[config.mk]
export PLATFORM = sky130hd
export DESIGN_NAME = immext_pipe
export DESIGN_NICKNAME = d
export VERILOG_FILES = /design/src/rtl/immext_pipe.sv
export SDC_FILE = /design/constraint.sdc
export NUM_CORES = 1
export LEC_CHECK = 0
export BUFFER_PORTS_ARGS = -buffer_cell sky130_fd_sc_hd__clkbuf_2
export CORE_ASPECT_RATIO = 0.6
export CORE_UTILIZATION = 40
export CTS_CLUSTER_SIZE = 25
export DETAILED_ROUTE_END_ITERATION = 8
export GPL_TIMING_DRIVEN = 0
export HOLD_SLACK_MARGIN = 0.03
export PLACE_DENSITY = 0.65
export SLEW_MARGIN = 20
export SYNTH_ARGS = -nofsm -noshare
export SYNTH_HDL_FRONTEND = slang
export SYNTH_SLANG_ARGS = --single-unit
[constraint.sdc]
create_clock -name clk -period 7.3 [get_ports clk]
set_input_delay 0.365 -clock clk [delete_from_list [all_inputs] [get_ports clk]]
set_output_delay 0.365 -clock clk [all_outputs]
set_load 0.02 [all_outputs]
[src/rtl/immext_pipe.sv]
// Registered immediate generator for decode: extracts/extends the immediate and
// buffers it with its tag in a 2-entry FIFO behind a valid/ready handshake.
module immext_pipe #(
  parameter int XLEN  = 32,
  parameter int TAG_W = 8,
  parameter int CNT_W = 16
) (
  input  logic             clk,
  input  logic             reset,
  input  logic             in_valid,
  output logic             in_ready,
  input  logic [31:0]      in_instr,
  input  logic [2:0]       in_imm_src,
  input  logic [TAG_W-1:0] in_tag,
  output logic             out_valid,
  input  logic             out_ready,
  output logic [XLEN-1:0]  out_imm,
  output logic [TAG_W-1:0] out_tag,
  output logic             out_illegal,
  output logic [CNT_W-1:0] illegal_cnt
);

  localparam logic [2:0] IMM_TYPE_I  = 3'd0;
  localparam logic [2:0] IMM_TYPE_S  = 3'd1;
  localparam logic [2:0] IMM_TYPE_B  = 3'd2;
  localparam logic [2:0] IMM_TYPE_J  = 3'd3;
  localparam logic [2:0] IMM_TYPE_U  = 3'd4;
  localparam logic [2:0] IMM_TYPE_Z  = 3'd5;
  localparam logic [2:0] IMM_TYPE_SH = 3'd6;

  logic [XLEN-1:0]  dec_imm;
  logic             dec_illegal;
  logic             accept;
  logic             emit;

  logic [XLEN-1:0]  imm_q [2];
  logic [XLEN-1:0]  imm_d [2];
  logic [TAG_W-1:0] tag_q [2];
  logic [TAG_W-1:0] tag_d [2];
  logic [1:0]       ill_q;
  logic [1:0]       ill_d;
  logic [1:0]       count_q, count_d;
  logic             wr_ptr_q, wr_ptr_d;
  logic             rd_ptr_q, rd_ptr_d;
  logic [CNT_W-1:0] cnt_q, cnt_d;

  // Opcode bits never contribute to any immediate.
  logic unused_opcode;
  assign unused_opcode = ^in_instr[6:0];

  always_comb begin
    dec_imm     = '0;
    dec_illegal = 1'b0;
    case (in_imm_src)
      IMM_TYPE_I:  dec_imm = XLEN'($signed(in_instr[31:20]));
      IMM_TYPE_S:  dec_imm = XLEN'($signed({in_instr[31:25], in_instr[11:7]}));
      IMM_TYPE_B:  dec_imm = XLEN'($signed({in_instr[31], in_instr[7], in_instr[30:25],
                                            in_instr[11:8], 1'b0}));
      IMM_TYPE_J:  dec_imm = XLEN'($signed({in_instr[31], in_instr[19:12], in_instr[20],
                                            in_instr[30:21], 1'b0}));
      IMM_TYPE_U:  dec_imm = XLEN'($signed({in_instr[31:12], 12'b0}));
      IMM_TYPE_Z:  dec_imm = XLEN'(in_instr[19:15]);
      IMM_TYPE_SH: begin
        if (XLEN == 64) dec_imm = XLEN'(in_instr[25:20]);
        else            dec_imm = XLEN'(in_instr[24:20]);
      end
      default:     dec_illegal = 1'b1;
    endcase
  end

  // Ready depends only on occupancy, so no path from out_ready to in_ready.
  assign in_ready    = (count_q != 2'd2);
  assign out_valid   = (count_q != 2'd0);
  assign out_imm     = imm_q[rd_ptr_q];
  assign out_tag     = tag_q[rd_ptr_q];
  assign out_illegal = ill_q[rd_ptr_q];
  assign illegal_cnt = cnt_q;

  assign accept = in_valid && in_ready;
  assign emit   = out_valid && out_ready;

  always_comb begin
    imm_d    = imm_q;
    tag_d    = tag_q;
    ill_d    = ill_q;
    wr_ptr_d = wr_ptr_q;
    rd_ptr_d = rd_ptr_q;
    count_d  = count_q;
    cnt_d    = cnt_q;
    if (accept) begin
      imm_d[wr_ptr_q] = dec_imm;
      tag_d[wr_ptr_q] = in_tag;
      ill_d[wr_ptr_q] = dec_illegal;
      wr_ptr_d        = ~wr_ptr_q;
      if (dec_illegal && (cnt_q != '1)) cnt_d = cnt_q + 1'b1;
    end
    if (emit) rd_ptr_d = ~rd_ptr_q;
    case ({accept, emit})
      2'b10:   count_d = count_q + 2'd1;
      2'b01:   count_d = count_q - 2'd1;
      default: count_d = count_q;
    endcase
  end

  always_ff @(posedge clk or posedge reset) begin
    if (reset) begin
      imm_q    <= '{default: '0};
      tag_q    <= '{default: '0};
      ill_q    <= '0;
      wr_ptr_q <= 1'b0;
      rd_ptr_q <= 1'b0;
      count_q  <= '0;
      cnt_q    <= '0;
    end else begin
      imm_q    <= imm_d;
      tag_q    <= tag_d;
      ill_q    <= ill_d;
      wr_ptr_q <= wr_ptr_d;
      rd_ptr_q <= rd_ptr_d;
      count_q  <= count_d;
      cnt_q    <= cnt_d;
    end
  end

endmodule
After elaboration in Yosys (flattened, before gate mapping). Index checks and enable logic that the tools add are counted. Widths: inputs -> output; s select.

Reductions and logical operators: 10. Magnitude comparators: 6. Multipliers: 0. Shift operators: 0. Mux-type cells: 20. Add/sub/neg operators: 3. Divide/modulo/power cells: 0. Bitwise logic cells: 4. Eq/ne operators: 10.

Operators with widths (number): $pmux 32 s7 (1); $mux 32 (4); $bwmux 64 (1); $demux 32 s1 (1); $mux 8 (4); $add 16x1->16 const B (1); $bwmux 16 (1); $ne 16x16->1 const B (1); $eq 3x3->1 const B (3); $demux 8 s1 (1); $reduce_or 7->1 (1); $eq 3x2->1 const B (2); $logic_and 1x1->1 (5); $ge 2x2->1 const B (2); $lt 1x2->1 const B (2); $mux 1 (4); $not 1->2 (2); $pmux 2 s2 (1); $reduce_bool 2->1 (2); $eq 3x1->1 const B (1); $logic_not 3->1 (1); $add 2x1->2 const B (1); $bwmux 2 (1); $eq 2x1->1 const B (1); other kinds (8) (9).

Word-level logic and storage cells: 62. Bits in registers: 102. Memory bits (read-only): 0. Output and inout bits: 59. Memory bits (writable): 0. Bits in latches: 0. Memories kept: 0. Bits of input ports: 47.

Longest topological paths before layout. Gate-level depths: netlist of the first run.

Depth in word-level cells: 6. Depth in mapped cells: 7. Mapped depth without buffers: 6.

Least setup slack after synthesis of the first run. OpenSTA, ideal clock, no wires.

Kind: register to register. Start point: register cnt_q[0], in the netlist illegal_cnt[0]. End point: register cnt_q[11], in the netlist illegal_cnt[11]. Cell stages (with the launch flop): 6. Period minus slack after synthesis: 1.619 ns. Setup time: 0.138 ns. Data required time: 7.162 ns. Setup slack: 5.681 ns. Data arrival time: 1.481 ns. Path buffers: 0. Path through: dfrtp_1 > ha_1 > nand3_1 > nor3_1 > nor4_1 > xor2_1.

Word-level cells in the longest chain between the ends: 3. Elaborated cells between the ends (all ways): 4. Those cells by class: add/sub (1); eq/ne (1); reduce/logical (2).

Ends and longest elaborated chain: start, declared (line 45) `logic [CNT_W-1:0] cnt_q, cnt_d;`; start signal, assigned (line 121) `cnt_q <= cnt_d;`; parallel branches: the longest is 3 deep, another holds $add 16x1->16.

Several ways; the timed one is not identified. A chain may end at the register's enable or synchronous reset.

Final worst setup path of the first run.
Start point: register rd_ptr_q. End point: output port out_imm[29].

Word-level cells in the longest chain between the ends: 4.

Ends and longest elaborated chain: start, declared (line 44) `logic rd_ptr_q, rd_ptr_d;`; start signal, assigned (line 119) `rd_ptr_q <= rd_ptr_d;`; $not 1->2 (implied by the code) (line 74) `assign out_imm = imm_q[rd_ptr_q];`; $mux 32 (implied by the code) (3 in series) (line 74); end, declared (line 17) `output logic [XLEN-1:0] out_imm,`.

No other way between the ends. The select of a mux whose other input is x is not followed.

==> results of run 1 <==
-- logic make-up after synthesis --
family,synth area share (%)
fa+ha+maj,0.514
compound gates,9.62
flops,52.5
mux,17.9
simple gates,13.5
buf+inv,2.83
xor+xnor,3.24
-- layout by cell type, fill, tap and decap left out, drive strengths merged, types with 10 or more instances in the layout --
cell,Yosys,routed
nor3,10,10
clkbuf,13,119
mux2,68,68
o21ai,59,59
a21oi,20,20
nand2,67,67
xor2,16,16
buf,15,16
dfrtp,102,102
mux2i,10,10
-- routing by layer --
metal	routed length, um	global-route usage [%]	vias up
met1	6210	30.8	1853
met3	876	5.50	14
met5	0	0	-
met4	125	5.93	0
met2	5300	30.7	119
li1	-	-	1764
-- critical path: stages (launching register included) --
cell and delay [ns]:
sky130_fd_sc_hd__dfrtp_1 0.33, sky130_fd_sc_hd__clkbuf_1 0.33, sky130_fd_sc_hd__buf_2 0.40, sky130_fd_sc_hd__mux2_2 0.40, sky130_fd_sc_hd__clkbuf_2 0.16
-- layout make-up --
class / count / area (um^2) / area share [%]
flip-flops and latches: 102 / 2550 / 43.2
multi-input cells: 307 / 2180 / 36.8
repair buffers: 98 / 513 / 8.67
clock buffers: 9 / 225 / 3.81
well taps: 160 / 200 / 3.38
plain buffers: 28 / 134 / 2.26
clock inverters: 7 / 103 / 1.73
inverters: 1 / 8.76 / 0.148
diodes: 1 / 2.50 / 0.0423
-- synth_stat cells, drive strengths merged, types with 3 or more instances --
cell type | count | area [um^2]
dfrtp | 102 | 2550
mux2 | 68 | 769
nand2 | 67 | 251
o21ai | 59 | 295
a21oi | 20 | 100
xor2 | 16 | 140
buf | 15 | 85.1
clkbuf | 13 | 48.8
mux2i | 10 | 100
nor3 | 10 | 50.1
nand2b | 7 | 43.8
nand3 | 7 | 45.0
nand4 | 6 | 82.6
nor2 | 5 | 21.3
nor4 | 5 | 46.3
a22oi | 4 | 30.0
and4 | 3 | 26.3
nor2b | 3 | 18.8
-- power breakdown --
part / switching [mW] / leakage, nW / internal [mW]
Sequential: 0.119 / 1.31 / 0.787
Combinational: 0.633 / 1.40 / 0.438
Clock: 0.224 / 0.157 / 0.305
Total: 0.975 / 2.87 / 1.53
-- through the flow --
stage | setup slack [ns] | hold WS [ns] | total power, mW | instances | area, um^2
5_1_grt | 4.89 | 0.0657 | 2.65 | 712 | 5910
2_1_floorplan | 4.26 | 0.444 | 1.64 | 438 | 4870
6_report | 4.95 | 0.0385 | 2.50 | 713 | 5910
4_1_cts | 4.94 | 0.0525 | 2.52 | 712 | 5910
3_5_place_dp | 5.34 | 0.429 | 1.99 | 696 | 5580
3_3_place_gp | 3.24 | 0.456 | 1.94 | 695 | 5550
-- sequential cells by signal, indices dropped and copies added (netlist names) --
name,flops
imm_q,64
illegal_cnt,16
tag_q,16
count_q,2
ill_q,2
rd_ptr_q,1
wr_ptr_q,1
-- how the worst max path moves through the flow --
stage / from / to / slack (ns) / cells after the start
floorplan: reset / count_q[0]$_DFFE_PP0P_ / 4.26 / 1
global placement: reset / imm_q[17]$_DFFE_PP0P_ / 3.24 / 2
detailed placement: rd_ptr_q$_DFFE_PP0P_ / out_imm[29] / 5.34 / 4
CTS: rd_ptr_q$_DFFE_PP0P_ / out_imm[29] / 4.94 / 4
global route: rd_ptr_q$_DFFE_PP0P_ / out_imm[29] / 4.89 / 4
finish: rd_ptr_q$_DFFE_PP0P_ / out_imm[29] / 4.95 / 4
==> run metrics, run 1 <==
number of clock sinks=102; yosys synthesis warning count=0; CTS root buffer=sky130_fd_sc_hd__clkbuf_16; number of nets produced by synthesis=about 490; average footprint of a synthesized cell=about 11 um^2; primary flip-flop cell chosen by synthesis mapping=sky130_fd_sc_hd__dfrtp_1; width of the chip=144 um; share of final-layout standard cells stronger than drive strength 1=37.7%; IR drop worst, VDD=~190 uV; post-layout minimum cycle time=2.35 ns; sequential cell area fraction in the yosys report=52.5%; Final Hold Fails=0; worst hold path type=in2async; area added between synthesis and finish=21.5%; remaining number of nets flagged by the antenna check after routing=0; iteration count of the initial detailed-routing pass=4; layout net count=596; startpoint types=register; Pwr per Cell Area=423 nW/um^2; pin count of the biggest net entering global routing=56; number of DRC markers in iteration 0=230; detailed placement HPWL=9250 um; via count=between 3000 and 4000; level count of the clock H-tree=3; gate count after technology mapping=~440; sum of negative setup slack=0 ns; maximum clock frequency=~430 MHz; routed via count divided by cell count=about 5.3; unrepaired setup endpoints after global routing=false; Crit path required time=6.93 ns; number of slew-limit violations in the final report=0; leakage power figure=2.87 nW; CTS tree=done; share of flip-flops with an asynchronous set or reset after synthesis=100%; worst flop-to-flop path startpoint=illegal_cnt[0]$_DFFE_PP0P_; remaining global-route overflow=0; starting density of the core=42.1%; count of port buffers added during placement=97; R2R Path End=illegal_cnt[11]$_DFFE_PP0P_; post-CTS setup buffer count=0; core utilization of the finished layout=~51%; critical path class=reg2out; post-synth design cell area=4870 um^2; critical-path maximum fanout=10; first-pass GRT wire length=around 20000 um; quantity of hold-fixing buffers added after cts=0; # setup viols final=0; post-route clock period utilization=around a third; drt total wl=12500 um; Max Clock Skew=just under 0.006 ns; insertion delay to the later sink of the worst-skew pair=0.35 ns; count of state elements after synthesis=roughly 100; placer's final routability congestion estimate=between 0.8 and 0.9; residual DRC count=0; Die Y=87.4 um; setup slack, reg-to-reg=5.56 ns; number of cells on the worst reg-to-reg path=5; Post-CTS Resized=0; count of different cell masters after synthesis=40; number of top-level pins=106; run status=finished, final reports clean; routed len/inst=17.6 um; Worst-Margin Slew=0.574 ns; Relative slew margins=between 60% and 70%; WP data arrival=about 2 ns; via count of the first global-routing pass=approximately 3700; Clock transition at path regs=about 0.07 ns; Core Rows=30; Total GRT Usage=21.1%; area enclosed by the die boundary=12600 um^2; reported max-cap violation count=0; number of synthesized flops with an enable pin=0; number of antenna violations at the first check in global routing=0; buffer levels on the longest clock path=2; fill cell total of the finished layout=1063; Core Area=11600 um^2; clock buffer count from CTS=9; element type at the critical path end=output port
Power figures use the tool's default switching activity.
==> run 2: changes to the inputs <==
clock period = 2.2 ns   (was 7.3 ns; I/O delays follow)
==> run 2 against run 1 <==
Register-to-register slack got worse by 5.1 ns. Non-clock buffer count rose by 11. Combinational power rose to 3.3 times the previous value. Hold slack improved by 0.011 ns. Sequential share of layout area fell by 0.81 points. Total power rose to 3.3 times the previous value. Setup slack got worse by 4.8 ns. Largest power group unchanged.
==> run metrics, run 2 (synthesized netlist as in run 1, its figures left out) <==
worst hold path type=in2reg; flip-flop count of the largest register, all copies and words added=64; Core Area=11600 um^2; clock buffer count from CTS=9; sum of negative setup slack=0 ns; number of DRC markers in iteration 0=234; Crit path required time=2.09 ns; Total GRT Usage=between 20 and 25%; iteration count of the initial detailed-routing pass=4; crit-path cells=clkbuf_1, buf_2, mux2_2, clkbuf_2; via count of the first global-routing pass=3655; Post-CTS Resized=0; remaining global-route overflow=0; # setup viols final=0; number of slew-limit violations in the final report=0; switch share=around 39%; critical-path maximum fanout=10; post-route clock period utilization=between 90% and 100%; leakage power figure=2.91 nW; area enclosed by the die boundary=12600 um^2; Max Clock Skew=0.00528 ns; insertion delay to the later sink of the worst-skew pair=about 0.35 ns; Finished Cell Area=6030 um^2; detailed placement HPWL=9290 um; Sequential Power Share=36.2%; area added between synthesis and finish=23.9%; unrepaired setup endpoints after global routing=false; share of final-layout standard cells stronger than drive strength 1=37.3%; count of port buffers added during placement=97; Core Rows=30; level count of the clock H-tree=3; combined buffer and inverter count along the critical path=3; Slowest cell on crit path=sky130_fd_sc_hd__mux2_2; routed via count divided by cell count=5.19; width of the chip=144 um; remaining number of nets flagged by the antenna check after routing=0; startpoint types=register; most frequent standard cell in the layout excluding fill and tap cells=sky130_fd_sc_hd__dfrtp_1; layout net count=roughly 610; first-pass GRT wire length=about 19000 um; placed cell area=5620 um^2; via count=3749; number of antenna diodes=0; internal portion of total power=just over 5 mW; number of antenna violations at the first check in global routing=0; WP data arrival=1.94 ns; Final Hold Fails=0; element type at the critical path end=output port; reported max-cap violation count=0; Worst-Margin Slew=0.568 ns; Die Y=87.4 um; pin count of the biggest net entering global routing=33; routed len/inst=17.0 um; placer's final routability congestion estimate=~0.84; run status=finished, final reports clean; residual DRC count=0; number of top-level pins=106; post-layout minimum cycle time=2.05 ns; NetSw=3.19 mW; Pwr per Cell Area=1370 nW/um^2; CTS root buffer=sky130_fd_sc_hd__clkbuf_16; IR drop worst, VDD=roughly 680 uV; commonest cells after routing, fill and taps aside=sky130_fd_sc_hd__dfrtp_1, sky130_fd_sc_hd__clkbuf_2, sky130_fd_sc_hd__nand2_1, sky130_fd_sc_hd__mux2_2, sky130_fd_sc_hd__o21ai_0; drt total wl=about 12000 um; number of cells on the critical path=4; share of power burned in combinational logic=43.1%; maximum clock frequency=487 MHz; Slowest Stage Delay on Critical Path=approximately 0.41 ns; Largest delay share family, worst path=buffers and inverters; CTS tree=done; number of cells on the worst reg-to-reg path=5; buffer levels on the longest clock path=2; critical path class=reg2out; clock share of power=between 20% and 30%; number of clock sinks=102; starting density of the core=42.1%; register bank with the most flops=imm_q; Relative slew margins=62.1%; Clock transition at path regs=~0.070 ns; Cells on Worst Hold Path=3
-- run 2: changes by cell type in the layout (fill, tap and decap cells not counted), sizes merged --
cell	change
clkinvlp	+3
buf	+2
inv	-3
diode	-1
dlygate4sd3	+9
-- run 2: final cells by class --
cell class	count	area, um^2
well taps	160	200
fillers	1026	5530
flip-flops and latches	102	2550
plain buffers	28	134
clock inverters	7	96.3
inverters	1	7.51
clock buffers	9	225
multi-input cells	307	2180
repair buffers	109	636
-- run 2: per-stage QoR --
step                std cells  total power, mW  util (%)  hold slack, ns  worst slack (ns)
floorplan                 438             5.43         -           0.242             0.581
global placement          695             6.44      48.1           0.339             0.240
detailed placement        698             6.59      48.6          0.0938             0.478
CTS                       723             8.32      52.1          0.0393             0.144
global route              723             8.76      52.1          0.0397            0.0446
finish                    723             8.26      52.1          0.0499             0.148
-- run 2: per-layer routing --
metal / vias to the layer above / GRT usage [%] / wire length (um)
met2: 94 / 30.6 / 5340
met4: 0 / 4.88 / 116
met1: 1860 / 29.4 / 6080
met3: 12 / 5.00 / 755
met5: - / 0 / 0
li1: 1783 / - / -
-- run 2: repair_timing --
item                                   in CTS  in global routing
setup buffers                               0                  0
hold buffers                                9                  0
endpoints found under the hold margin      30                  0
-- run 2: final timing paths --
path / start / to / slack, ns
worst max-delay path: rd_ptr_q$_DFFE_PP0P_ / out_imm[29] / 0.15
worst min-delay path: in_instr[27] / imm_q[7]$_DFFE_PP0P_ / 0.05
worst max register to register: illegal_cnt[0]$_DFFE_PP0P_ / illegal_cnt[13]$_DFFE_PP0P_ / 0.45
worst min register to register: imm_q[0]$_DFFE_PP0P_ / imm_q[0]$_DFFE_PP0P_ / 0.48
max in group asynchronous: reset / tag_q[1]$_DFFE_PP0P_ / 1.21
min in group asynchronous: reset / tag_q[12]$_DFFE_PP0P_ / 0.28
-- run 2: worst reg2reg max path, stage by stage, from the launching register on --
cell and delay, ns:
sky130_fd_sc_hd__dfrtp_1 0.42, sky130_fd_sc_hd__ha_1 0.24, sky130_fd_sc_hd__nand3_1 0.17, sky130_fd_sc_hd__nor3_1 0.48, sky130_fd_sc_hd__nor4_1 0.16, sky130_fd_sc_hd__xor2_1 0.17
-- run 2: power by group through the flow --
stage | registers (mW) | logic (mW) | clock network [mW]
detailed placement | 3.03 | 3.56 | 0
global placement | 2.97 | 3.47 | 0
finish | 2.99 | 3.56 | 1.71
floorplan | 2.95 | 2.48 | 0
CTS | 2.99 | 3.59 | 1.74
global route | 3.08 | 3.86 | 1.82
